<file path="config.mk">
export PLATFORM = sky130hd
export DESIGN_NAME = flow_control_unit_flat
export DESIGN_NICKNAME = d
export VERILOG_FILES = /design/src/rtl/flow_control_unit_if.sv /design/src/rtl/flow_control_unit.sv /design/src/flat_wrapper.sv
export SDC_FILE = /design/constraint.sdc
export NUM_CORES = 1
export LEC_CHECK = 0
export BUFFER_PORTS_ARGS = -buffer_cell sky130_fd_sc_hd__buf_2
export CORE_UTILIZATION = 40
export DETAILED_ROUTE_END_ITERATION = 8
export SETUP_SLACK_MARGIN = 0.4
export SLEW_MARGIN = 5
export SYNTH_ARGS = -nofsm -noshare
export SYNTH_HDL_FRONTEND = slang
export SYNTH_SLANG_ARGS = --single-unit
</file>
<file path="constraint.sdc">
create_clock -name clk -period 2.1 [get_ports clk]
set_clock_uncertainty 0.05 [all_clocks]
set_input_delay 0.315 -clock clk [delete_from_list [all_inputs] [get_ports clk]]
set_output_delay 0.315 -clock clk [all_outputs]
set_load 0.005 [all_outputs]
</file>
<file path="src/rtl/flow_control_unit_if.sv">
// Bundle between fetch_unit/ALU and the flow-control unit: decode inputs going in,
// PC-steering controls and return-stack status coming out.
interface flow_control_unit_if #(
    parameter int STACK_DEPTH = 4
);
    localparam int SPW = $clog2(STACK_DEPTH + 1);

    logic           stall;
    logic [9:0]     instr;
    logic [9:0]     pc;
    logic           zero_flag;
    logic [1:0]     fetch_control;
    logic [7:0]     jump_addr;
    logic [9:0]     ra_addr;
    logic [SPW-1:0] sp;
    logic           stack_overflow;
    logic           stack_underflow;

    modport master (
        output stall, instr, pc, zero_flag,
        input  fetch_control, jump_addr, ra_addr, sp, stack_overflow, stack_underflow
    );

    modport slave (
        input  stall, instr, pc, zero_flag,
        output fetch_control, jump_addr, ra_addr, sp, stack_overflow, stack_underflow
    );
endinterface

</file>
<file path="src/rtl/flow_control_unit.sv">
// Decodes JMP/JZ/CALL/RET words and steers fetch_unit's PC with zero-cycle latency,
// keeping the return addresses for CALL/RET in a small LIFO.
module flow_control_unit #(
    parameter int         STACK_DEPTH = 4,
    parameter logic [3:0] FLOW_PREFIX = 4'b1111
) (
    input logic                 clk,
    input logic                 reset,
    flow_control_unit_if.slave  bus
);
    localparam int SPW = $clog2(STACK_DEPTH + 1);
    localparam int IW  = $clog2(STACK_DEPTH);

    typedef enum logic {DECODE, TARGET} state_t;
    typedef enum logic [1:0] {OP_JMP, OP_JZ, OP_CALL, OP_RET} op_t;

    state_t         state_q, state_d;
    op_t            opLatch_q, opLatch_d;
    logic           zeroLatch_q, zeroLatch_d;
    logic [SPW-1:0] sp_q, sp_d;
    logic           overflow_q, overflow_d;
    logic           underflow_q, underflow_d;
    logic [9:0]     stack_q [STACK_DEPTH];

    logic           doPush;
    logic           isFlow;
    op_t            opcode;
    logic [IW-1:0]  topIdx;
    logic [1:0]     fetchCtl;

    always_comb begin
        isFlow      = (bus.instr[9:6] == FLOW_PREFIX);
        opcode      = op_t'(bus.instr[5:4]);
        topIdx      = IW'(sp_q - SPW'(1));
        state_d     = state_q;
        opLatch_d   = opLatch_q;
        zeroLatch_d = zeroLatch_q;
        sp_d        = sp_q;
        overflow_d  = overflow_q;
        underflow_d = underflow_q;
        doPush      = 1'b0;
        fetchCtl    = 2'b00;

        case (state_q)
            DECODE: begin
                if (isFlow) begin
                    if (opcode == OP_RET) begin
                        if (sp_q != '0) begin
                            fetchCtl = 2'b10;
                            sp_d     = sp_q - SPW'(1);
                        end else begin
                            underflow_d = 1'b1;
                        end
                    end else begin
                        opLatch_d   = opcode;
                        zeroLatch_d = (opcode == OP_JZ) ? bus.zero_flag : 1'b0;
                        state_d     = TARGET;
                    end
                end
            end
            TARGET: begin
                state_d = DECODE;
                case (opLatch_q)
                    OP_JMP: fetchCtl = 2'b01;
                    OP_JZ:  fetchCtl = zeroLatch_q ? 2'b01 : 2'b00;
                    OP_CALL: begin
                        fetchCtl = 2'b01;
                        if (sp_q < SPW'(STACK_DEPTH)) begin
                            doPush = 1'b1;
                            sp_d   = sp_q + SPW'(1);
                        end else begin
                            overflow_d = 1'b1;
                        end
                    end
                    default: fetchCtl = 2'b00;
                endcase
            end
            default: state_d = DECODE;
        endcase

        if (bus.stall) begin
            fetchCtl = 2'b11;
        end
    end

    // Reset masks the steering outputs even though they are combinational.
    assign bus.fetch_control   = reset ? 2'b00 : fetchCtl;
    assign bus.jump_addr       = (reset || state_q != TARGET) ? 8'h00 : bus.instr[7:0];
    assign bus.ra_addr         = (reset || sp_q == '0) ? 10'h000 : stack_q[topIdx];
    assign bus.sp              = sp_q;
    assign bus.stack_overflow  = overflow_q;
    assign bus.stack_underflow = underflow_q;

    // Stall freezes every register, including a pending push.
    always_ff @(posedge clk) begin
        if (reset) begin
            state_q     <= DECODE;
            opLatch_q   <= OP_JMP;
            zeroLatch_q <= 1'b0;
            sp_q        <= '0;
            overflow_q  <= 1'b0;
            underflow_q <= 1'b0;
        end else if (!bus.stall) begin
            state_q     <= state_d;
            opLatch_q   <= opLatch_d;
            zeroLatch_q <= zeroLatch_d;
            sp_q        <= sp_d;
            overflow_q  <= overflow_d;
            underflow_q <= underflow_d;
            if (doPush) begin
                stack_q[sp_q[IW-1:0]] <= bus.pc + 10'd1;
            end
        end
    end
endmodule

</file>
<file path="src/flat_wrapper.sv">
// flat-port wrapper written by rule: the top's interface ports become plain ports
module flow_control_unit_flat 
#(
    parameter int         STACK_DEPTH = 4,
    parameter logic [3:0] FLOW_PREFIX = 4'b1111
)
  (clk, reset, bus_stall, bus_instr, bus_pc, bus_zero_flag, bus_fetch_control, bus_jump_addr, bus_ra_addr, bus_sp, bus_stack_overflow, bus_stack_underflow);
  flow_control_unit_if #(.STACK_DEPTH(STACK_DEPTH)) bus_i ();
  input logic clk;
  input logic reset;
  input wire logic [$bits(bus_i.stall)-1:0] bus_stall;
  input wire logic [$bits(bus_i.instr)-1:0] bus_instr;
  input wire logic [$bits(bus_i.pc)-1:0] bus_pc;
  input wire logic [$bits(bus_i.zero_flag)-1:0] bus_zero_flag;
  output wire logic [$bits(bus_i.fetch_control)-1:0] bus_fetch_control;
  output wire logic [$bits(bus_i.jump_addr)-1:0] bus_jump_addr;
  output wire logic [$bits(bus_i.ra_addr)-1:0] bus_ra_addr;
  output wire logic [$bits(bus_i.sp)-1:0] bus_sp;
  output wire logic [$bits(bus_i.stack_overflow)-1:0] bus_stack_overflow;
  output wire logic [$bits(bus_i.stack_underflow)-1:0] bus_stack_underflow;
  assign bus_i.stall = bus_stall;
  assign bus_i.instr = bus_instr;
  assign bus_i.pc = bus_pc;
  assign bus_i.zero_flag = bus_zero_flag;
  assign bus_fetch_control = bus_i.fetch_control;
  assign bus_jump_addr = bus_i.jump_addr;
  assign bus_ra_addr = bus_i.ra_addr;
  assign bus_sp = bus_i.sp;
  assign bus_stack_overflow = bus_i.stack_overflow;
  assign bus_stack_underflow = bus_i.stack_underflow;
  flow_control_unit #(.STACK_DEPTH(STACK_DEPTH), .FLOW_PREFIX(FLOW_PREFIX)) u_core (.clk(clk), .reset(reset), .bus(bus_i));
endmodule
</file>
==> flow_summary_export.csv <==
group,metric,value,unit
outcome,outcome,"finished clean",
synth,synth_fp_nets,193,
cts,cts_root_buffer,"clkbuf_8",
detailed_routing,wl_per_cell,15.4,um
synth,synth_seq_cells,49,
power,vdd_drop_max,426,uV
floorplan,dieArea,6090,um^2
power,netSwitchingFraction,0.216,
global_route,grt_overflow,0,
detailed_routing,finalWirelength,4620,um
cts,hold_buffers,0,
floorplan,die_h,78.1,um
power,p_seq_frac,0.623,
floorplan,rows,27,
min_path,whs_path_depth,3,
placed_design,gp_congestion,0.737,
floorplan,start_util,0.418,
detailed_routing,viasPerCell,5.01,
timing,worstMarginPinSlew,390,ps
finish,multi_input_area,993,um^2
power,finalPower,1690,uW
synth,synth_top_area_share,0.519,
timing,grt_setup_unrepaired,"true",
floorplan,die_x,78.1,um
power,pwr-share-clk,0.325,
timing,setup-violations-final,0,
timing,relSlewSlack,0.738,
worst_setup_path,reg2reg_depth,4,
cts,tritoncts,"done",
global_route,grt_pass1_vias,1523,
global_route,antenna_found_initial,0,
detailed_routing,route.detailed.drc,0,
worst_setup_path,cp.arrival,1680,ps
synth,yosysTopAreaCell,"edfxtp_1",
floorplan,ios,49,
floorplan,coreArea,5540,um^2
synth,mappedNetlistArea,2310,um^2
cts,clock_sinks,49,
power,leakage,0.00115,uW
worst_setup_path,end_kind,"primary output",
finish,post_route_cells_drive_above_1_share,0.472,
synth,ys_seq_area_frac,0.597,
finish,antenna_cells,0,
cts,cts_inserted_buffers,5,
worst_setup_path,criticalPathCategory,"flip-flop to primary output",
worst_setup_path,cp.required,1740,ps
finish,area_growth,27.3,%
timing,worst_slack,55.2,ps
finish,register_area,1390,um^2
synth,async_flop_share,0,
detailed_routing,vias,1507,
cts,clk_pin_slew_worst_paths,80,ps
power,power.switching,365,uW
synth,ys_types,36,
finish,nets,258,
placed_design,io_buffers,48,
global_route,grtUsageTotal,0.162,
worst_setup_path,cp_max_fo,5,
power,p_comb_frac,0.052,
placed_design,dp_hpwl,3240,um
synth,yosysWarningCount,0,
worst_setup_path,start_kind,"flip-flop",
timing,final_max_slew_viol_count,0,
detailed_routing,dr.pass1.iters,4,
timing,final-hold-violation-count,0,
synth,syn_inst,163,
synth,yosys-top-cells-area,"edfxtp_1 52%, mux4_2 9.7%, dfxtp_1 7.8%",
timing,fmax,489,MHz
detailed_routing,drt-initial-drc-count,84,
timing,fin_hold_ws,257,ps
cts,clock_latency,300,ps
synth,synth.avg_cell_area,14.2,um^2
min_path,hp-class,"input pin to flip-flop",
detailed_routing,ant_nets,0,
cts,ctsHtreeMaxLevel,2,
synth,ys.flop_type,"edfxtp_1",
global_route,grt_pass1_wl,7510,um
cts,cts_max_path_buffers,2,
power,p_int,1320,uW
global_route,grt_start_max_net_pins,17,
power,cellPowerDensity,573,nW/um^2
timing,post-route-period-util,0.974,
timing,fin_crit,2040,ps
placed_design,dp_slack,235,ps
run,drv_cap,0,
finish,fillers,478,
synth,synth_enable_flop_cells,40,
power groups by stage:
| stage | Clock, uW | Sequential [uW] | Combinational [uW] |
|---|---|---|---|
| 2_1_floorplan | 0 | 1070 | 40.3 |
| 3_3_place_gp | 0 | 1080 | 81.8 |
| 3_5_place_dp | 0 | 1080 | 86.4 |
| 4_1_cts | 571 | 1050 | 87.2 |
| 5_1_grt | 607 | 1050 | 97.9 |
| 6_report | 548 | 1050 | 87.7 |
Yosys cell counts, drive strengths merged (2+ instances only):
| library cell | instances |
|---|---|
| nand3 | 4 |
| buf | 3 |
| edfxtp | 40 |
| nand2b | 4 |
| mux2i | 3 |
| clkbuf | 2 |
| nor3 | 3 |
| nand2 | 6 |
| a21oi | 5 |
| and3 | 2 |
| nor2b | 11 |
| mux4 | 10 |
| dfxtp | 9 |
| nand4 | 3 |
| and2 | 12 |
| mux2 | 3 |
| ha | 6 |
| nor2 | 13 |
| xnor2 | 7 |
| inv | 4 |
| xor2 | 2 |
what timing repair did:
item | in CTS | in global routing
setup buffers | 6 | 5
resized for setup | 7 | 1
setup endpoints to repair | 59 | 59
pin swaps | 1 | 1
registers in the layout, summed over array words and instances (netlist names):
name	flops
u_core.bus.sp	3
u_core.bus.stack_overflow	1
u_core.bus.stack_underflow	1
u_core.opLatch_q	2
u_core.stack_q	40
u_core.state_q	1
u_core.zeroLatch_q	1
path summary, 6_finish.rpt:
kind                                        start                              end  slack [ps]
hold reg to reg   u_core.zeroLatch_q$_SDFFE_PP0P_  u_core.zeroLatch_q$_SDFFE_PP0P_         430
hold / removal                      bus_zero_flag  u_core.zeroLatch_q$_SDFFE_PP0P_         260
setup / recovery    u_core.bus.sp[0]$_SDFFE_PP0P_                   bus_ra_addr[2]          60
setup reg to reg      u_core.state_q$_SDFFE_PP0N_    u_core.bus.sp[2]$_SDFFE_PP0P_         470
critical path, cell delays in order, from the launching register on:
cell and delay, ps:
dfxtp_4 400, inv_8 40, ha_4 270, buf_6 120, mux4_2 290, nor2b_4 130
buf_2 130
stage by stage:
| stage | instance area, um^2 | utilization | instances | TNS [ps] |
|---|---|---|---|---|
| after global placement | 2760 | 0.498 | 282 | 0 |
| after floorplan | 2440 | - | 163 | 0 |
| final | 2950 | 0.532 | 301 | 0 |
| after CTS | 2900 | 0.524 | 296 | 0 |
| after global routing | 2950 | 0.532 | 301 | -67.9 |
| after detailed placement | 2760 | 0.498 | 282 | 0 |
metal layers:
metal / track usage / routed length (um) / up-vias / share of wire
met2: 0.276 / 2350 / 32 / 0.51
li1: - / - / 729 / -
met1: 0.211 / 2090 / 744 / 0.45
met5: 0 / 0 / - / 0
met4: 0.0333 / 14 / 0 / 0.0030
met3: 0.0372 / 176 / 2 / 0.038
kinds of logic (layout without fill, tap and decap cells):
logic type                 count (synthesis)  in the layout  synth area share
buffers and inverters                      9             75            0.0168
xor gates and xnor gates                   9              9            0.0341
adders and majority gates                  6              6            0.0324
and+or+nand+nor                           66             66             0.175
muxes                                     16             16             0.125
AOI/OAI and AO/OA                          8              8            0.0195
DFF                                       49             49             0.597
final cells by class:
class,count,share of cell area
inverter,4,0.00765
clock buffer,5,0.0234
clock inverter,3,0.00680
sequential,49,0.472
multi-input combinational,105,0.337
tap,72,0.0306
timing repair buffer,63,0.122
cells in the final DEF, fill, tap and decap left out, types with 2 or more instances in the layout:
master / count
a21oi_1: 5
and2_1: 7
and2_2: 5
and3_1: 2
buf_2: 48
buf_4: 13
buf_6: 2
clkbuf_8: 5
dfxtp_1: 6
dfxtp_4: 2
edfxtp_1: 40
ha_1: 5
inv_1: 2
mux2_1: 3
mux2i_1: 3
mux4_2: 10
nand2_1: 6
nand2b_1: 2
nand2b_2: 2
nand3_1: 4
nand4_1: 3
nor2_1: 13
nor2b_4: 10
nor3_1: 2
xnor2_1: 7
xor2_1: 2
Power figures use the tool's default switching activity.
